--- config.mk ---
export PLATFORM = sky130hd
export DESIGN_NAME = striping
export DESIGN_NICKNAME = d
export VERILOG_FILES = /design/src/rtl/striping_pkg.sv /design/src/rtl/stripe_lane_reg.sv /design/src/rtl/striping.sv
export SDC_FILE = /design/constraint.sdc
export NUM_CORES = 1
export LEC_CHECK = 0
export CAP_MARGIN = 20
export CORE_MARGIN = 3
export CORE_UTILIZATION = 49
export CTS_BUF_LIST = sky130_fd_sc_hd__clkbuf_8
export CTS_CLUSTER_SIZE = 20
export DETAILED_ROUTE_END_ITERATION = 10
export PLACE_DENSITY = 0.87
export SYNTH_ARGS = -nofsm -noshare
export SYNTH_HDL_FRONTEND = slang
export SYNTH_HIERARCHICAL = 1
export SYNTH_SLANG_ARGS = --single-unit
export TNS_END_PERCENT = 30
--- constraint.sdc ---
create_clock -name clk_2f -period 2.1 [get_ports clk_2f]
set_clock_uncertainty 0.05 [all_clocks]
set_input_delay 0.21 -clock clk_2f [delete_from_list [all_inputs] [get_ports clk_2f]]
set_output_delay 0.21 -clock clk_2f [all_outputs]
set_load 0.005 [all_outputs]
--- src/rtl/striping_pkg.sv ---
// ---------------------------------------------------------------------------
// striping_pkg
//   Definitions shared by the transmit-side lane distributor (striping) and
//   the receive-side recombiner (un_striping).
//   - DATA_W_DEF : default word / lane width
//   - CNT_W_DEF  : default per-lane word counter width
//   - lane_phase_e : slot phase encoding (LANE0 = 0, LANE1 = 1)
//   - IDLE_WORD  : value driven on a lane during an idle (invalid) slot
// ---------------------------------------------------------------------------
package striping_pkg;

  localparam int DATA_W_DEF = 32;
  localparam int CNT_W_DEF  = 16;

  typedef enum logic {
    LANE0 = 1'b0,
    LANE1 = 1'b1
  } lane_phase_e;

  localparam logic [DATA_W_DEF-1:0] IDLE_WORD = '0;

endpackage : striping_pkg

--- src/rtl/stripe_lane_reg.sv ---
// ---------------------------------------------------------------------------
// stripe_lane_reg
//   Output register for one lane of the striping distributor. On its slot it
//   loads the incoming word and valid, or the idle word with valid low when
//   the slot is empty; between slots it holds.
//   Optional feature macro: STRIPING_WORD_CNT_EN adds a wrapping count of the
//   valid words written to this lane.
// Ports
//   clk_i      in   1       clock (clk_2f domain)
//   rst_ni     in   1       asynchronous active-low reset
//   slot_en_i  in   1       this lane owns the current slot
//   valid_i    in   1       incoming word qualifier
//   data_i     in   DATA_W  incoming word
//   data_o     out  DATA_W  registered lane word
//   valid_o    out  1       registered lane qualifier
//   cnt_o      out  CNT_W   valid words sent (STRIPING_WORD_CNT_EN only)
// ---------------------------------------------------------------------------
module stripe_lane_reg
  import striping_pkg::*;
#(
  parameter int DATA_W = DATA_W_DEF
`ifdef STRIPING_WORD_CNT_EN
  ,parameter int CNT_W = CNT_W_DEF
`endif
) (
  input  logic              clk_i,
  input  logic              rst_ni,
  input  logic              slot_en_i,
  input  logic              valid_i,
  input  logic [DATA_W-1:0] data_i,
  output logic [DATA_W-1:0] data_o,
  output logic              valid_o
`ifdef STRIPING_WORD_CNT_EN
  ,output logic [CNT_W-1:0] cnt_o
`endif
);

  logic [DATA_W-1:0] data_q;
  logic              valid_q;

  // NOTE: state registers use non-blocking assignments so every register
  // samples pre-edge values regardless of process evaluation order.
  always_ff @(posedge clk_i or negedge rst_ni) begin
    if (!rst_ni) begin
      data_q  <= DATA_W'(IDLE_WORD);
      valid_q <= 1'b0;
    end else if (slot_en_i) begin
      // The idle word is forced on an empty slot so that whatever sits on
      // data_i (including X) never leaks onto the lane.
      data_q  <= valid_i ? data_i : DATA_W'(IDLE_WORD);
      valid_q <= valid_i;
    end
  end

  assign data_o  = data_q;
  assign valid_o = valid_q;

`ifdef STRIPING_WORD_CNT_EN
  logic [CNT_W-1:0] cnt_q;

  // Wraps modulo 2^CNT_W by design; only reset clears it.
  always_ff @(posedge clk_i or negedge rst_ni) begin
    if (!rst_ni) begin
      cnt_q <= '0;
    end else if (slot_en_i && valid_i) begin
      cnt_q <= cnt_q + CNT_W'(1);
    end
  end

  assign cnt_o = cnt_q;
`endif

endmodule : stripe_lane_reg

--- src/rtl/striping.sv ---
// ---------------------------------------------------------------------------
// striping
//   Transmit-side lane distributor. Words arriving at clk_2f rate are sent
//   round-robin to lane_0 and lane_1, so each lane updates at clk_f rate.
//   The slot phase toggles on every edge out of reset regardless of
//   valid_in, keeping lane timing locked to clk_f; gaps become idle slots.
//   Optional feature macro: STRIPING_WORD_CNT_EN exposes per-lane valid word
//   counters cnt_0 / cnt_1.
// Ports
//   clk_2f    in   1       single clock
//   reset     in   1       asynchronous active-low reset
//   data_in   in   DATA_W  input word
//   valid_in  in   1       data_in qualifier
//   lane_0    out  DATA_W  lane 0 word (registered)
//   valid_0   out  1       lane 0 qualifier (registered)
//   lane_1    out  DATA_W  lane 1 word (registered)
//   valid_1   out  1       lane 1 qualifier (registered)
//   sel       out  1       phase of the next slot: 0 = lane 0, 1 = lane 1
//   cnt_0     out  CNT_W   valid words on lane 0 (STRIPING_WORD_CNT_EN only)
//   cnt_1     out  CNT_W   valid words on lane 1 (STRIPING_WORD_CNT_EN only)
// ---------------------------------------------------------------------------
module striping
  import striping_pkg::*;
#(
  parameter int DATA_W = DATA_W_DEF
`ifdef STRIPING_WORD_CNT_EN
  ,parameter int CNT_W = CNT_W_DEF
`endif
) (
  input  logic              clk_2f,
  input  logic              reset,
  input  logic [DATA_W-1:0] data_in,
  input  logic              valid_in,
  output logic [DATA_W-1:0] lane_0,
  output logic              valid_0,
  output logic [DATA_W-1:0] lane_1,
  output logic              valid_1,
  output logic              sel
`ifdef STRIPING_WORD_CNT_EN
  ,output logic [CNT_W-1:0] cnt_0,
  output logic [CNT_W-1:0]  cnt_1
`endif
);

  lane_phase_e state_q, state_d;
  logic        slot_en_0, slot_en_1;

  // Reset returns to LANE0 whatever phase it interrupted, so the first edge
  // after release is always a lane 0 slot.
  always_ff @(posedge clk_2f or negedge reset) begin
    if (!reset) begin
      state_q <= LANE0;
    end else begin
      state_q <= state_d;
    end
  end

  // NOTE: every output of this block is assigned before any branch, so no
  // path can leave a value unassigned and infer a latch.
  always_comb begin
    state_d   = (state_q == LANE0) ? LANE1 : LANE0;
    slot_en_0 = (state_q == LANE0);
    slot_en_1 = (state_q == LANE1);
  end

  assign sel = state_q;

  stripe_lane_reg #(
    .DATA_W (DATA_W)
`ifdef STRIPING_WORD_CNT_EN
    ,.CNT_W (CNT_W)
`endif
  ) u_lane_0 (
    .clk_i     (clk_2f),
    .rst_ni    (reset),
    .slot_en_i (slot_en_0),
    .valid_i   (valid_in),
    .data_i    (data_in),
    .data_o    (lane_0),
    .valid_o   (valid_0)
`ifdef STRIPING_WORD_CNT_EN
    ,.cnt_o    (cnt_0)
`endif
  );

  stripe_lane_reg #(
    .DATA_W (DATA_W)
`ifdef STRIPING_WORD_CNT_EN
    ,.CNT_W (CNT_W)
`endif
  ) u_lane_1 (
    .clk_i     (clk_2f),
    .rst_ni    (reset),
    .slot_en_i (slot_en_1),
    .valid_i   (valid_in),
    .data_i    (data_in),
    .data_o    (lane_1),
    .valid_o   (valid_1)
`ifdef STRIPING_WORD_CNT_EN
    ,.cnt_o    (cnt_1)
`endif
  );

endmodule : striping

==> impl_metrics.yaml <==
timing:
  rsz0062_at_grt: "false"
  min_period_over_period: 0.747
  final_max_slew_viol_count: 0
  worst_slack_ps: 531
  tightest_slew_ps: 661
  fin_crit_ps: 1570
  setup_viol: 0
  hold_viol_final: 0
  slew_headroom: 0.559
  max_freq_mhz: 637
  fin_tns_setup_ps: 0
drt:
  final_antenna_net_count: 0
  drc: 0
  firstDrtPassIters: 5
  routedWlPerCell_um: 14.5
  vias: 2255
  via_per_inst: 4.95
  drt-initial-drc-count: 122
  routed_wl_mm: 6.61
worst_setup_path:
  cp_max_fo: 9
  cp_top_family: "buffers and inverters"
  path_cells: "clkdlybuf4s50_1"
  crit_buf_inv: 1
  critical_path_arrival_ps: 1310
  slowest_stage: "clkdlybuf4s50_1"
  end_kind: "output port"
  worstSetupPathType: "reg -> out"
  startpoint_type: "flop"
  required_ps: 1840
  slowest_delay_ps: 530
logic_synthesis:
  synth_seq_cells: 67
  syn_area_sq_mm: 0.00277
  yosys_warnings: 6
  synth_cells: 284
  syn_nets: 319
  synth_top_area_cell: "dfrtp_1"
  ys_types: 11
  ys_top_cells_by_area: "dfrtp_1, nand3_1, inv_1, o21ai_0, o21ai_1"
  syn_area_per_cell_sq_um: 9.75
  seq_area_frac_synth: 0.606
  yosysTopAreaCellShare: 0.606
outcome:
  status: "finished clean"
pwr:
  ir_worst_vdd_v: 0.000542
  p_leak_nw: 1.75
  p_per_area_mw_per_mm2: 674
floorplanning:
  rows: 26
  die_area_sq_mm: 0.00659
  fp.dieW_um: 81.2
  initial_utilization: 0.525
  core_area_sq_mm: 0.00527
  die_h_um: 81.2
  ios: 102
grt:
  grt_pass1_wl_mm: 10.5
  antenna_found_initial: 0
  grt_max_degree: 68
  grt-ovfl-total: 0
  grt_usage: 0.210
  grt_pass1_vias: 2187
final_layout:
  seqCellArea_sq_mm: 0.00168
  final_cell_mix: "clkdlybuf4s50_1, inv_1, dfrtp_1, nand3_1, o21ai_0"
  multiInputGateArea_sq_um: 663
  drive_gt1_frac: 0.0648
  area_delta_synth_final_pct: 41.3
  fillers: 392
  diodes: 0
  fin_area_sq_mm: 0.00391
  nets: 416
  final_common_cell: "clkdlybuf4s50_1"
place:
  place_area_sq_mm: 0.00373
  gp_congestion: 0.739
  port_buffers: 101
  pre_cts_slack_ps: 596
  detailed_place_hpwl_mm: 4.61
job:
  cap_violations: 0
clock_tree:
  cts_root_buf: "clkbuf_8"
  cts.clk_slew.worst_paths_ps: 70
  post-cts-setup-buffers: 0
  cts.htree.levels: 3
  cts_tree: "done"
  cts_buffers: 9
  clock_sinks: 67
  cts.path.max_buffers: 2
  clock_latency_ps: 330
worst_hold_path:
  min_path_type: "in -> async"
-- Yosys cell counts --
master    instances
o21ai_0          38
mux2_2            2
clkbuf_2          2
dfrtp_1          67
buf_4             6
buf_6            10
o21ai_1          26
clkbuf_1          2
buf_2             2
inv_1            65
nand3_1          64
-- cell type report --
cell class	count	area share
flip-flops and latches	67	0.429
clock inverters	5	0.00543
multi-input cells	130	0.169
inverters	65	0.0623
clock buffers	11	0.0387
well taps	70	0.0224
repair buffers	108	0.273
-- report_power, final --
part,switching (mW),total [mW],internal (mW)
registers,0.0364,1.39,1.36
clock network,0.439,0.915,0.476
logic,0.133,0.332,0.199
total,0.609,2.64,2.03
-- repair_timing --
item                                    4_1_cts  5_1_grt
endpoints found under the hold margin        67        0
hold buffers                                  1        0
endpoints found under the setup margin        0        0
resized for setup                             0        0
-- sequential cells by signal, summed over array words and instances (netlist names) --
| name | flops |
|---|---|
| sel | 1 |
| u_lane_0/data_o | 32 |
| u_lane_0/valid_o | 1 |
| u_lane_1/valid_o | 1 |
| u_lane_1/data_o | 32 |
-- worst min-delay path: cells and delay by family --
kind     cells  cell delay (ps)
buf+inv      3              940
-- worst paths after layout --
kind                                               from                              end  slack [ps]  depth (start not counted)
max reg2reg                               sel$_DFF_PN0_  u_lane_1/data_o[16]$_DFFE_PN0P_         590                          4
min in group clk_2f                            valid_in  u_lane_1/data_o[23]$_DFFE_PN0P_         390                          3
min                                               reset  u_lane_1/data_o[23]$_DFFE_PN0P_         370                          3
max in group asynchronous                         reset                    sel$_DFF_PN0_        1340                          3
max                                       sel$_DFF_PN0_                              sel         530                          1
min reg2reg                u_lane_1/valid_o$_DFFE_PN0P_     u_lane_1/valid_o$_DFFE_PN0P_         460                          1
-- logic make-up after synthesis --
group | share of synthesized area
buffers and inverters | 0.155
and+or+nand+nor | 0.116
muxes | 0.00813
DFF | 0.606
AOI/OAI and AO/OA | 0.116
-- per-layer routing --
metal,vias to the layer above,wire (um),share of wire,GRT usage
met1,1073,2740,0.41,0.256
met3,8,410,0.062,0.0488
met2,78,3370,0.51,0.362
met4,0,89,0.013,0.0828
met5,-,0,0,0
li1,1096,-,-,-
-- through the flow --
| step | total power, mW | std cells | util | hold WS [ps] |
|---|---|---|---|---|
| global route | 2.76 | 456 | 0.743 | 398 |
| floorplan | 1.50 | 284 | - | -136 |
| detailed placement | 1.75 | 439 | 0.708 | 203 |
| global placement | 1.74 | 439 | 0.708 | 200 |
| CTS | 2.67 | 456 | 0.743 | 376 |
| finish | 2.64 | 456 | 0.743 | 371 |
Note: power is estimated with default switching activity, not from simulation.
